## config.mk

```make
export PLATFORM = sky130hd
export DESIGN_NAME = mod_accumulator
export DESIGN_NICKNAME = d
export VERILOG_FILES = /design/src/rtl/mod_arith_pkg.sv /design/src/rtl/mod_cond_sub.sv /design/src/rtl/mod_accumulator.sv
export SDC_FILE = /design/constraint.sdc
export NUM_CORES = 1
export LEC_CHECK = 0
export BUFFER_PORTS_ARGS = -buffer_cell sky130_fd_sc_hd__buf_4
export CORE_MARGIN = 2
export CORE_UTILIZATION = 40
export DETAILED_ROUTE_END_ITERATION = 10
export GPL_TIMING_DRIVEN = 1
export HOLD_SLACK_MARGIN = 0.08
export SLEW_MARGIN = 20
export SYNTH_ARGS = -nofsm -noshare
export SYNTH_HDL_FRONTEND = slang
export SYNTH_SLANG_ARGS = --single-unit
export TNS_END_PERCENT = 50
```

## constraint.sdc

```tcl
create_clock -name clk -period 18.4 [get_ports clk]
set_input_delay 3.68 -clock clk [delete_from_list [all_inputs] [get_ports clk]]
set_output_delay 3.68 -clock clk [all_outputs]
set_load 0.05 [all_outputs]
```

## src/rtl/mod_arith_pkg.sv

```systemverilog
// -----------------------------------------------------------------------------
// mod_arith_pkg
// Shared definitions for the modular-arithmetic accumulation path.
//   state_t        : accumulator control states (IDLE, WAIT_IN, REDUCE, DONE)
//   SUM_GUARD_BITS : extra bits carried above the data width for acc + term
//   sum_width()    : width of an unreduced sum for a given data width
// -----------------------------------------------------------------------------
package mod_arith_pkg;

    typedef enum logic [1:0] {
        IDLE    = 2'd0,
        WAIT_IN = 2'd1,
        REDUCE  = 2'd2,
        DONE    = 2'd3
    } state_t;

    // Both addends are kept below p, so their sum is at most 2p-2 and one
    // guard bit above the data width is enough to hold it without overflow.
    localparam int SUM_GUARD_BITS = 1;

    function automatic int sum_width(input int data_width);
        return data_width + SUM_GUARD_BITS;
    endfunction

endpackage

```

## src/rtl/mod_cond_sub.sv

```systemverilog
// -----------------------------------------------------------------------------
// mod_cond_sub
// Combinational single-step modular reduction: y = (a >= p) ? a - p : a.
// Valid whenever a < 2p, which holds for the sum of two residues.
//   a : unreduced sum, WIDTH+1 bits
//   y : reduced residue, WIDTH bits, always < p
// -----------------------------------------------------------------------------
module mod_cond_sub
    import mod_arith_pkg::*;
#(
    parameter int               WIDTH = 128,
    parameter logic [WIDTH-1:0] P     = 37
) (
    input  logic [sum_width(WIDTH)-1:0] a,
    output logic [WIDTH-1:0]            y
);

    localparam logic [sum_width(WIDTH)-1:0] P_EXT = {{SUM_GUARD_BITS{1'b0}}, P};

    // The selected value is below p, so dropping the guard bit loses nothing.
    assign y = WIDTH'((a >= P_EXT) ? (a - P_EXT) : a);

endmodule

```

## src/rtl/mod_accumulator.sv

```systemverilog
// -----------------------------------------------------------------------------
// mod_accumulator
// Sequential modular summation: folds num_terms field elements into one
// residue mod p, one term every two cycles (accept, then reduce).
//   clk, reset          : rising-edge clock, asynchronous active-high reset
//   start, num_terms    : begin a job of num_terms terms (sampled in IDLE only)
//   in_valid/in_ready   : term handshake, in_data is the term (expected < p)
//   out_valid/out_ready : result handshake, result held until taken and after
//   busy                : high in every state except IDLE
//   err                 : sticky, a term >= p was seen since the last start
// All outputs are registered.
// -----------------------------------------------------------------------------
module mod_accumulator
    import mod_arith_pkg::*;
#(
    parameter int               WIDTH     = 128,
    parameter logic [WIDTH-1:0] P         = 37,
    parameter int               CNT_WIDTH = 16
) (
    input  logic                 clk,
    input  logic                 reset,
    input  logic                 start,
    input  logic [CNT_WIDTH-1:0] num_terms,
    input  logic                 in_valid,
    output logic                 in_ready,
    input  logic [WIDTH-1:0]     in_data,
    output logic                 out_valid,
    input  logic                 out_ready,
    output logic [WIDTH-1:0]     result,
    output logic                 busy,
    output logic                 err
);

    localparam int SUM_W = sum_width(WIDTH);

    state_t               r_state;
    logic [WIDTH-1:0]     r_acc;
    logic [SUM_W-1:0]     r_sum;
    logic [CNT_WIDTH-1:0] r_count;
    logic [WIDTH-1:0]     r_result;
    logic                 r_in_ready;
    logic                 r_out_valid;
    logic                 r_busy;
    logic                 r_err;

    logic                 w_transfer;
    logic                 w_in_range;
    logic [SUM_W-1:0]     w_addend;
    logic [WIDTH-1:0]     w_reduced;

    assign w_transfer = in_valid && r_in_ready;
    assign w_in_range = (in_data < P);
    // An out-of-range term contributes nothing so acc stays a valid residue.
    assign w_addend   = w_in_range ? {{SUM_GUARD_BITS{1'b0}}, in_data} : '0;

    mod_cond_sub #(
        .WIDTH (WIDTH),
        .P     (P)
    ) u_cond_sub (
        .a (r_sum),
        .y (w_reduced)
    );

    // NOTE: sequential state uses non-blocking assignments so every register
    // samples the pre-edge values of the others, independent of statement order.
    always_ff @(posedge clk or posedge reset) begin
        if (reset) begin
            r_state     <= IDLE;
            r_acc       <= '0;
            r_sum       <= '0;
            r_count     <= '0;
            r_result    <= '0;
            r_in_ready  <= 1'b0;
            r_out_valid <= 1'b0;
            r_busy      <= 1'b0;
            r_err       <= 1'b0;
        end else begin
            case (r_state)
                IDLE: begin
                    if (start) begin
                        r_acc  <= '0;
                        r_err  <= 1'b0;
                        r_busy <= 1'b1;
                        if (num_terms == '0) begin
                            r_result    <= '0;
                            r_out_valid <= 1'b1;
                            r_state     <= DONE;
                        end else begin
                            r_count    <= num_terms;
                            r_in_ready <= 1'b1;
                            r_state    <= WAIT_IN;
                        end
                    end
                end

                WAIT_IN: begin
                    if (w_transfer) begin
                        r_sum      <= {{SUM_GUARD_BITS{1'b0}}, r_acc} + w_addend;
                        r_in_ready <= 1'b0;
                        r_state    <= REDUCE;
                        if (!w_in_range) begin
                            r_err <= 1'b1;
                        end
                    end
                end

                REDUCE: begin
                    r_acc   <= w_reduced;
                    r_count <= r_count - CNT_WIDTH'(1);
                    // Count down to 1 rather than 0 so a full-scale num_terms
                    // never needs a wrap or an extra terminal state.
                    if (r_count == CNT_WIDTH'(1)) begin
                        r_result    <= w_reduced;
                        r_out_valid <= 1'b1;
                        r_state     <= DONE;
                    end else begin
                        r_in_ready <= 1'b1;
                        r_state    <= WAIT_IN;
                    end
                end

                DONE: begin
                    if (out_ready) begin
                        r_out_valid <= 1'b0;
                        r_busy      <= 1'b0;
                        r_state     <= IDLE;
                    end
                end

                default: begin
                    r_in_ready  <= 1'b0;
                    r_out_valid <= 1'b0;
                    r_busy      <= 1'b0;
                    r_state     <= IDLE;
                end
            endcase
        end
    end

    assign in_ready  = r_in_ready;
    assign out_valid = r_out_valid;
    assign result    = r_result;
    assign busy      = r_busy;
    assign err       = r_err;

endmodule

```

==> results of run 1 <==
## flip-flops by register name, indices dropped and copies added, names as in the netlist
register,flops
busy,1
in_ready,1
result,128
r_count,16
r_state,2
r_acc,128
r_sum,129
err,1
out_valid,1
## per-layer routing
metal | GRT usage (%) | up-vias
met3 | 2.58 | 104
met4 | 5.47 | 0
li1 | - | 11574
met1 | 35.2 | 11118
met5 | 0 | -
met2 | 38.8 | 498
## layout make-up
class	count	share of cell area, %
clock buffers	63	4.48
clock inverters	24	1.04
inverters	50	0.639
multi-input cells	2641	49.6
flip-flops and latches	407	33.3
well taps	846	3.47
repair buffers	301	7.45
## worst max path at each step
| stage | start | to | slack (ns) | depth (start not counted) |
|---|---|---|---|---|
| finish | in_data[123] | r_sum[124] | 8.93 | 21 |
| global route | in_data[123] | r_sum[124] | 8.58 | 21 |
| CTS | in_data[123] | r_sum[124] | 9.08 | 21 |
| detailed placement | in_data[123] | r_sum[124] | 8.47 | 21 |
| global placement | in_data[123] | r_sum[124] | 8.72 | 21 |
| floorplan | reset | busy | 3.40 | 1 |
## cell families after synthesis
logic type | after synthesis
xor gates and xnor gates | 244
DFF | 407
buffers and inverters | 203
AOI/OAI and AO/OA | 865
muxes | 2
other | 1
adders and majority gates | 133
and+or+nand+nor | 1275
## stage by stage
| step | utilization, % | hold WS, ns |
|---|---|---|
| final | 48.3 | 0.474 |
| after detailed placement | 45.7 | 0.467 |
| after global routing | 48.3 | 0.503 |
| after global placement | 45.7 | 0.463 |
| after floorplan | - | 0.450 |
| after CTS | 48.3 | 0.481 |
## placed cells by master, fill, tap and decap left out, drive strengths merged, types with 17 or more instances in the layout
cell      n
o21ai   375
a31oi    17
or4      18
ha      132
inv      51
buf     301
a21oi   200
o31ai    59
xor2    128
nor3     80
nand2   700
dfrtp   407
o21bai   40
nor2    196
or3      27
conb    122
nand3    41
nand4    58
nor4     77
a21o     66
clkbuf   63
xnor2   116
## critical path, delay by kind of cell
| family | cells | cell delay [ns] |
|---|---|---|
| xor+xnor | 1 | 0.15 |
| fa+ha+maj | 2 | 0.46 |
| buf+inv | 2 | 0.34 |
| simple gates | 6 | 2.26 |
| compound gates | 10 | 2.99 |
## power breakdown
| part | switching (mW) | internal, mW |
|---|---|---|
| Clock | 0.403 | 0.621 |
| Sequential | 0.345 | 1.28 |
| Combinational | 1.83 | 0.885 |
==> metrics.md, run 1 <==
| Metric | Value |
|---|---|
| Max-slew headroom | `31.5%` |
| CTS H-tree lvls | `2` |
| Total length of routed wires | `80.8 mm` |
| Max-cap violations | `0` |
| Main synth FF type | `dfrtp_1` |
| Synth Area in Simple Gates | `22.2%` |
| Max Used Layer | `met4` |
| Vias in the first global route | `22,781` |
| Crit end category | `flip-flop` |
| CTS hold repair buffers | `0` |
| Startpoint Class | `input pin` |
| Maximum vdd drop | `0.000123 V` |
| Die X | `257 µm` |
| DRT antenna net count | `0` |
| Fmax | `106 MHz` |
| Number of remaining DRC errors | `0` |
| Synth Cell Area | `0.0256 mm²` |
| HP Class | `flip-flop to flip-flop` |
| Top cell type's share of synthesized area | `39.8%` |
| Pre-antenna DRT Iters | `5` |
| Pleak | `14.3 nW` |
| Worst R2R End | `result[73]` |
| #FFs+latches synth | `407` |
| Tot GR Track Use | `24.2%` |
| Post-layout instance area | `0.0305 mm²` |
| Clock Pin Slew Worst Setup and Hold Paths | `0.06 ns` |
| Met2 WL | `36.7 mm` |
| Worst EP arrival | `9.89 ns` |
| Number of synthesized flops with an enable pin | `0` |
| Initial Util | `40.5%` |
| Post-route minimum period | `9.47 ns` |
| Io pins | `281` |
| Non-filler instance count after layout | `4,332` |
| Compound-Gate Fraction of Synth Area | `20.0%` |
| Clock sink count | `407` |
| Total Die Area | `0.0660 mm²` |
| Pre-CTS setup slack | `8.47 ns` |
| CTS Root Cell | `clkbuf_16` |
| Hold_sp | `result[48]` |
| CP dominant cell by count | `nor4_1` |
| Reg2Reg Setup Slack | `12.65 ns` |
| Netlist cell types | `74` |
| Synth warn | `0` |
| Slowest cell on the critical path | `o311ai_0` |
| Mux cell area share after synthesis | `0.0880%` |
| Via count | `23,294` |
| # resized after CTS | `0` |
| Cells along the critical path | `buf_4 -> nor4_1 -> nand4_1 -> nor4_1 -> nand3_1 -> nor2_1 -> ha_1 -> fa_1 -> a21o_1 -> a21oi_1 -> a31o_2 -> o311ai_0 -> a41oi_1 -> buf_4 -> nor4_1 -> o2111ai_1 -> o21a_1 -> o41a_1 -> o21ai_0 -> xnor2_1 -> o21ai_0` |
| Mean post-synth cell area | `8.18 µm²` |
| Share of cells above drive strength 1 | `12.0%` |
| Hold path cells | `2` |
| IO Port Bufs | `280` |
| Final Cycle Share | `51.5%` |
| CORE AREA | `0.0632 mm²` |
| GPL Wtd Cong | `0.967` |
| WS Path Type | `input pin to flip-flop` |
| Req. time, crit path | `18.82 ns` |
| Layout Nets | `3,731` |
| Worst-skew pair later-pin latency | `0.59 ns` |
| Starting DRT DRC Count | `1,848` |
| Clock buffer depth | `3` |
| Routed wire per std cell | `18.7 µm` |
| Setup Skew | `0.0249 ns` |
| Setup repair after global routing missed its margin | `no` |
| DR vias/cell | `5.38` |
| Final worst slack | `8.93 ns` |
| Most common cell in the netlist | `nand2_1` |
| Post-Synth Adder-Cell Area | `6.53%` |
| Critical Path Fanout Max | `7` |
| Antenna violations before repair | `0` |
| M1 wire length | `39.3 mm` |
| Chip height | `257 µm` |
| Cells after DPL | `4,245` |
| Top cells by count, synth | `700 x nand2_1, 407 x dfrtp_1, 373 x o21ai_0` |
| Async set-reset flop share out of synthesis | `100%` |
| Setup bufs post-CTS | `0` |
| Critical R2R Launch | `r_sum[90]` |
| Area grow syn2layout | `19.3%` |
| Fin. Hold Viols | `0` |
| Max stage delay on crit path | `0.65 ns` |
| DP Area | `0.0289 mm²` |
| Reg2Reg Depth | `11` |
| Reg area | `0.0102 mm²` |
| First-pass GRT wire length | `129 mm` |
| WHS Endpoint | `result[48]` |
| Core Rows | `92` |
| Largest family of logic cells by synthesized area | `simple AND/OR/NAND/NOR gates` |
| Status | `finished, final reports clean` |
| Least-Margin Pin Slew | `1.03 ns` |
| PwrDens | `176 mW/mm²` |
| Seq/Total Area, Yosys | `39.8%` |
| Routed met3 length | `3.17 mm` |
| Area contributors post-synth | `dfrtp_1 40%, nand2_1 10%, o21ai_0 7.3%` |
| Detailed placement HPWL | `60.0 mm` |
| Synth Area in XOR/XNOR | `8.35%` |
| Total power | `5.36 mW` |
| Diodes inserted | `0` |
| Total gr overflow | `0` |
| Final setup violation count | `0` |
| # fillers | `6,306` |
| Gate Count Post-Synth | `3,130` |
| Fin Setup TNS | `0 ns` |
| Area of the multi-input gates | `0.0151 mm²` |
| Post-synth top area cell | `dfrtp_1` |
| Pin count of the biggest net entering global routing | `252` |
| Final slew viol count | `0` |
| CTS tree | `yes` |
| TritonCTS Buffers | `48` |
Power figures use the tool's default switching activity.
==> inputs of run 2 (changes only) <==
ABC_AREA = 1   (was unset)
clock period = 9 ns   (was 18.4 ns; I/O delays follow)
==> run 2 against run 1 <==
Compared with the run above:
- critical path depth is the same
- global-route usage rose by 13 points
- routed wire length up 110%
- hold slack better by 0.0026 ns
- clock power is 110% higher
- combinational power increased to 2.9 times the previous value
- critical endpoint is now r_sum[118]
- largest cell class unchanged
- largest power group unchanged
- highest routed layer is now met5
==> metrics.md, run 2 <==
| Metric | Value |
|---|---|
| Seq/Total Area, Yosys | `29.6% (-10 points)` |
| Status | `finished, final reports clean` |
| Vias in the first global route | `35,643 (+56%)` |
| Worst EP arrival | `5.64 ns (-4.25 ns)` |
| DRT antenna net count | `0 (unchanged)` |
| Area grow syn2layout | `15.7%` |
| CTS Root Cell | `clkbuf_16` |
| Starting DRT DRC Count | `4,109 (+120%)` |
| Gate Count Post-Synth | `5,820 (+86%)` |
| Area contributors post-synth | `dfrtp_1 30%, nand2_1 26%, inv_1 10%` |
| Clock Pin Slew Worst Setup and Hold Paths | `0.06 ns (about the same)` |
| Clock buffer depth | `3 (unchanged)` |
| Max stage delay on crit path | `0.57 ns (-0.08 ns)` |
| Setup Skew | `0.0368 ns (+0.0119 ns)` |
| Die X | `297 µm (+16%)` |
| Number of synthesized flops with an enable pin | `0 (unchanged)` |
| Final worst slack | `3.85 ns (-5.08 ns)` |
| Synth warn | `0 (unchanged)` |
| Fin Setup TNS | `0 ns (unchanged)` |
| Most common cell in the netlist | `nand2_1` |
| PwrDens | `340 mW/mm² (+94%)` |
| Fin. Hold Viols | `0 (unchanged)` |
| Reg with most FFs | `r_sum` |
| Pre-CTS setup slack | `3.36 ns (-5.12 ns)` |
| Post-layout instance area | `0.0398 mm² (+30%)` |
| Post-synth top area cell | `dfrtp_1` |
| # resized after CTS | `0 (unchanged)` |
| HP Class | `flip-flop to flip-flop` |
| Fmax | `194 MHz` |
| Least-Margin Pin Slew | `1.01 ns (-0.0204 ns)` |
| CORE AREA | `0.0851 mm² (+35%)` |
| Most common cell after layout, fill and taps aside | `nand2_1` |
| Met1 Track Usage GR | `51.3% (+16 points)` |
| Max reg flops | `129 (unchanged)` |
| Setup bufs post-CTS | `0 (unchanged)` |
| CTS hold repair buffers | `0 (unchanged)` |
| Pre-antenna DRT Iters | `6 (+1)` |
| Final core occ | `46.7% (-1.6 points)` |
| Total length of routed wires | `167 mm (+110%)` |
| Final Cycle Share | `57.3%` |
| Share of cells above drive strength 1 | `7.50% (-4.5 points)` |
| CTS H-tree lvls | `2 (unchanged)` |
| Total Die Area | `0.0883 mm² (+34%)` |
| Core Rows | `107 (+16%)` |
| Async set-reset flop share out of synthesis | `100% (unchanged)` |
| Tot GR Track Use | `37.0% (+13 points)` |
| Antenna violations before repair | `7 (+7)` |
| GRT Max-Usage Layer | `met2` |
| Io pins | `281 (unchanged)` |
| DP Area | `0.0381 mm² (+32%)` |
| Post-route minimum period | `5.15 ns` |
| CTS tree | `yes` |
| Total gr overflow | `0 (unchanged)` |
| Synth Cell Area | `0.0344 mm² (+34%)` |
| Top cells by count, synth | `2,427 x nand2_1, 957 x inv_1, 713 x nor2_1` |
| Final setup violation count | `0 (unchanged)` |
| Req. time, crit path | `9.48 ns (-9.34 ns)` |
| Critical Path Fanout Max | `7 (unchanged)` |
| Chip height | `297 µm (+16%)` |
| Number of remaining DRC errors | `0 (unchanged)` |
| Via count | `37,746 (+62%)` |
| Commonest non-fill, non-tap cells in the layout | `2,427 x nand2_1, 955 x inv_1, 712 x nor2_1` |
| Detailed placement HPWL | `140 mm (+130%)` |
| Worst-skew pair later-pin latency | `0.63 ns (+0.04 ns)` |
| IO Port Bufs | `280 (unchanged)` |
| TritonCTS Buffers | `49 (+2.1%)` |
| Layout Nets | `6,467 (+73%)` |
| CP dominant cell by count | `nand2_1` |
| Final slew viol count | `0 (unchanged)` |
| Mean post-synth cell area | `5.91 µm² (-28%)` |
| Top cell type's share of synthesized area | `29.6% (-10 points)` |
| #FFs+latches synth | `407 (unchanged)` |
| Clock sink count | `407 (unchanged)` |
| Met2 usage in global routing | `56.6% (+18 points)` |
| Main synth FF type | `dfrtp_1` |
| GRT met3 Usage | `6.84% (+4.3 points)` |
| Netlist cell types | `51 (-31%)` |
| Setup repair after global routing missed its margin | `no` |
| Startpoint Class | `input pin` |
| Crit end category | `flip-flop` |
| Max-slew headroom | `32.1% (+0.65 points)` |
| GPL Wtd Cong | `1.06 (+10%)` |
| Initial Util | `40.4% (-0.11 points)` |
| Pleak | `21.9 nW (+54%)` |
| Cells along the critical path | `buf_4 -> nor4_1 -> nand3_1 -> nor2_1 -> nand2_1 -> nor2_1 -> nand2_1 -> nor2_1 -> ha_1 -> nand2_1 -> inv_1 -> nand2_1 -> nand3_1 -> nand3_1 -> nand3b_1 -> nand2_1 -> nand2_1 -> nand2_1 -> nand3_1 -> nand3_1 -> nand2_1` |
| First-pass GRT wire length | `240 mm (+87%)` |
| Routed wire per std cell | `22.6 µm (+21%)` |
| DR vias/cell | `5.12 (-4.8%)` |
| Max-cap violations | `0 (unchanged)` |
| Maximum vdd drop | `0.000256 V (+110%)` |
| Pin count of the biggest net entering global routing | `146 (-42%)` |
| WS Path Type | `input pin to flip-flop` |
| Slowest cell on the critical path | `nor4_1` |
==> run 2: changes by cell type in the layout (fill, tap and decap cells not counted), sizes merged, moves of 24 or more <==
| cell | delta |
|---|---|
| xor2 | -80 |
| nand3b | +24 |
| a21o | -65 |
| nor4 | -44 |
| o21bai | -38 |
| o21ai | -148 |
| nand3 | +305 |
| nand2 | +1732 |
| nor2 | +536 |
| nor3 | -33 |
| o31ai | -59 |
| inv | +915 |
| a21oi | -107 |
| or3 | -27 |
==> run 2: worst paths after layout <==
check | endpoint | slack [ns] | start | depth (start not counted)
worst max-delay path | r_sum[118] | 3.85 | in_data[103] | 21
worst min-delay path | out_valid | 0.48 | out_valid | 2
worst max register to register | result[40] | 4.92 | r_sum[119] | 9
worst min register to register | out_valid | 0.48 | out_valid | 2
max in group asynchronous | r_acc[49] | 6.19 | reset | 4
min in group asynchronous | result[3] | 1.38 | reset | 3
==> run 2: metal layers <==
| layer | share of wire (%) | vias up | wire length (µm) |
|---|---|---|---|
| met1 | 43 | 17481 | 72300 |
| met4 | 4.9 | 4 | 8130 |
| met2 | 42 | 1687 | 70500 |
| met3 | 9.3 | 291 | 15500 |
| li1 | - | 18283 | - |
| met5 | 0.016 | - | 27 |
==> run 2: worst max-delay path, delay by kind of cell <==
family	cells	cell delay (ns)
adders and majority gates	1	0.28
and+or+nand+nor	18	3.36
buffers and inverters	2	0.18
==> run 2: cells by family after synthesis <==
kind of cell,synth area share (%)
flip-flops,29.6
buffers and inverters,12.0
adder cells (fa/ha/maj),4.86
AO/OA/AOI/OAI,5.17
XOR/XNOR,4.64
AND/OR/NAND/NOR,43.7
other,0.0109
==> run 2: cell type report <==
class                      count  area (µm²)
inverter                     964        3630
fill                        9414       45400
multi-input combinational   4466       20500
clock buffer                  62        1390
tap                         1144        1430
clock inverter                28         327
sequential                   407       10200
timing repair buffer         297        2280
antenna                        3        7.51
==> run 2: power breakdown <==
group          switching [mW]  internal, mW  leakage, nW
clock                   0.899          1.26        0.848
sequential              0.893          2.59         5.35
combinational            5.71          2.18         15.7
total                    7.50          6.04         21.9
==> run 2: metrics by stage <==
stage / total power, mW / hold WS (ns) / cells
final: 13.5 / 0.476 / 7371
after detailed placement: 10.7 / 0.462 / 7278
after CTS: 12.9 / 0.477 / 7368
after floorplan: 8.22 / 0.449 / 5941
after global placement: 10.7 / 0.463 / 7278
after global routing: 14.4 / 0.500 / 7368
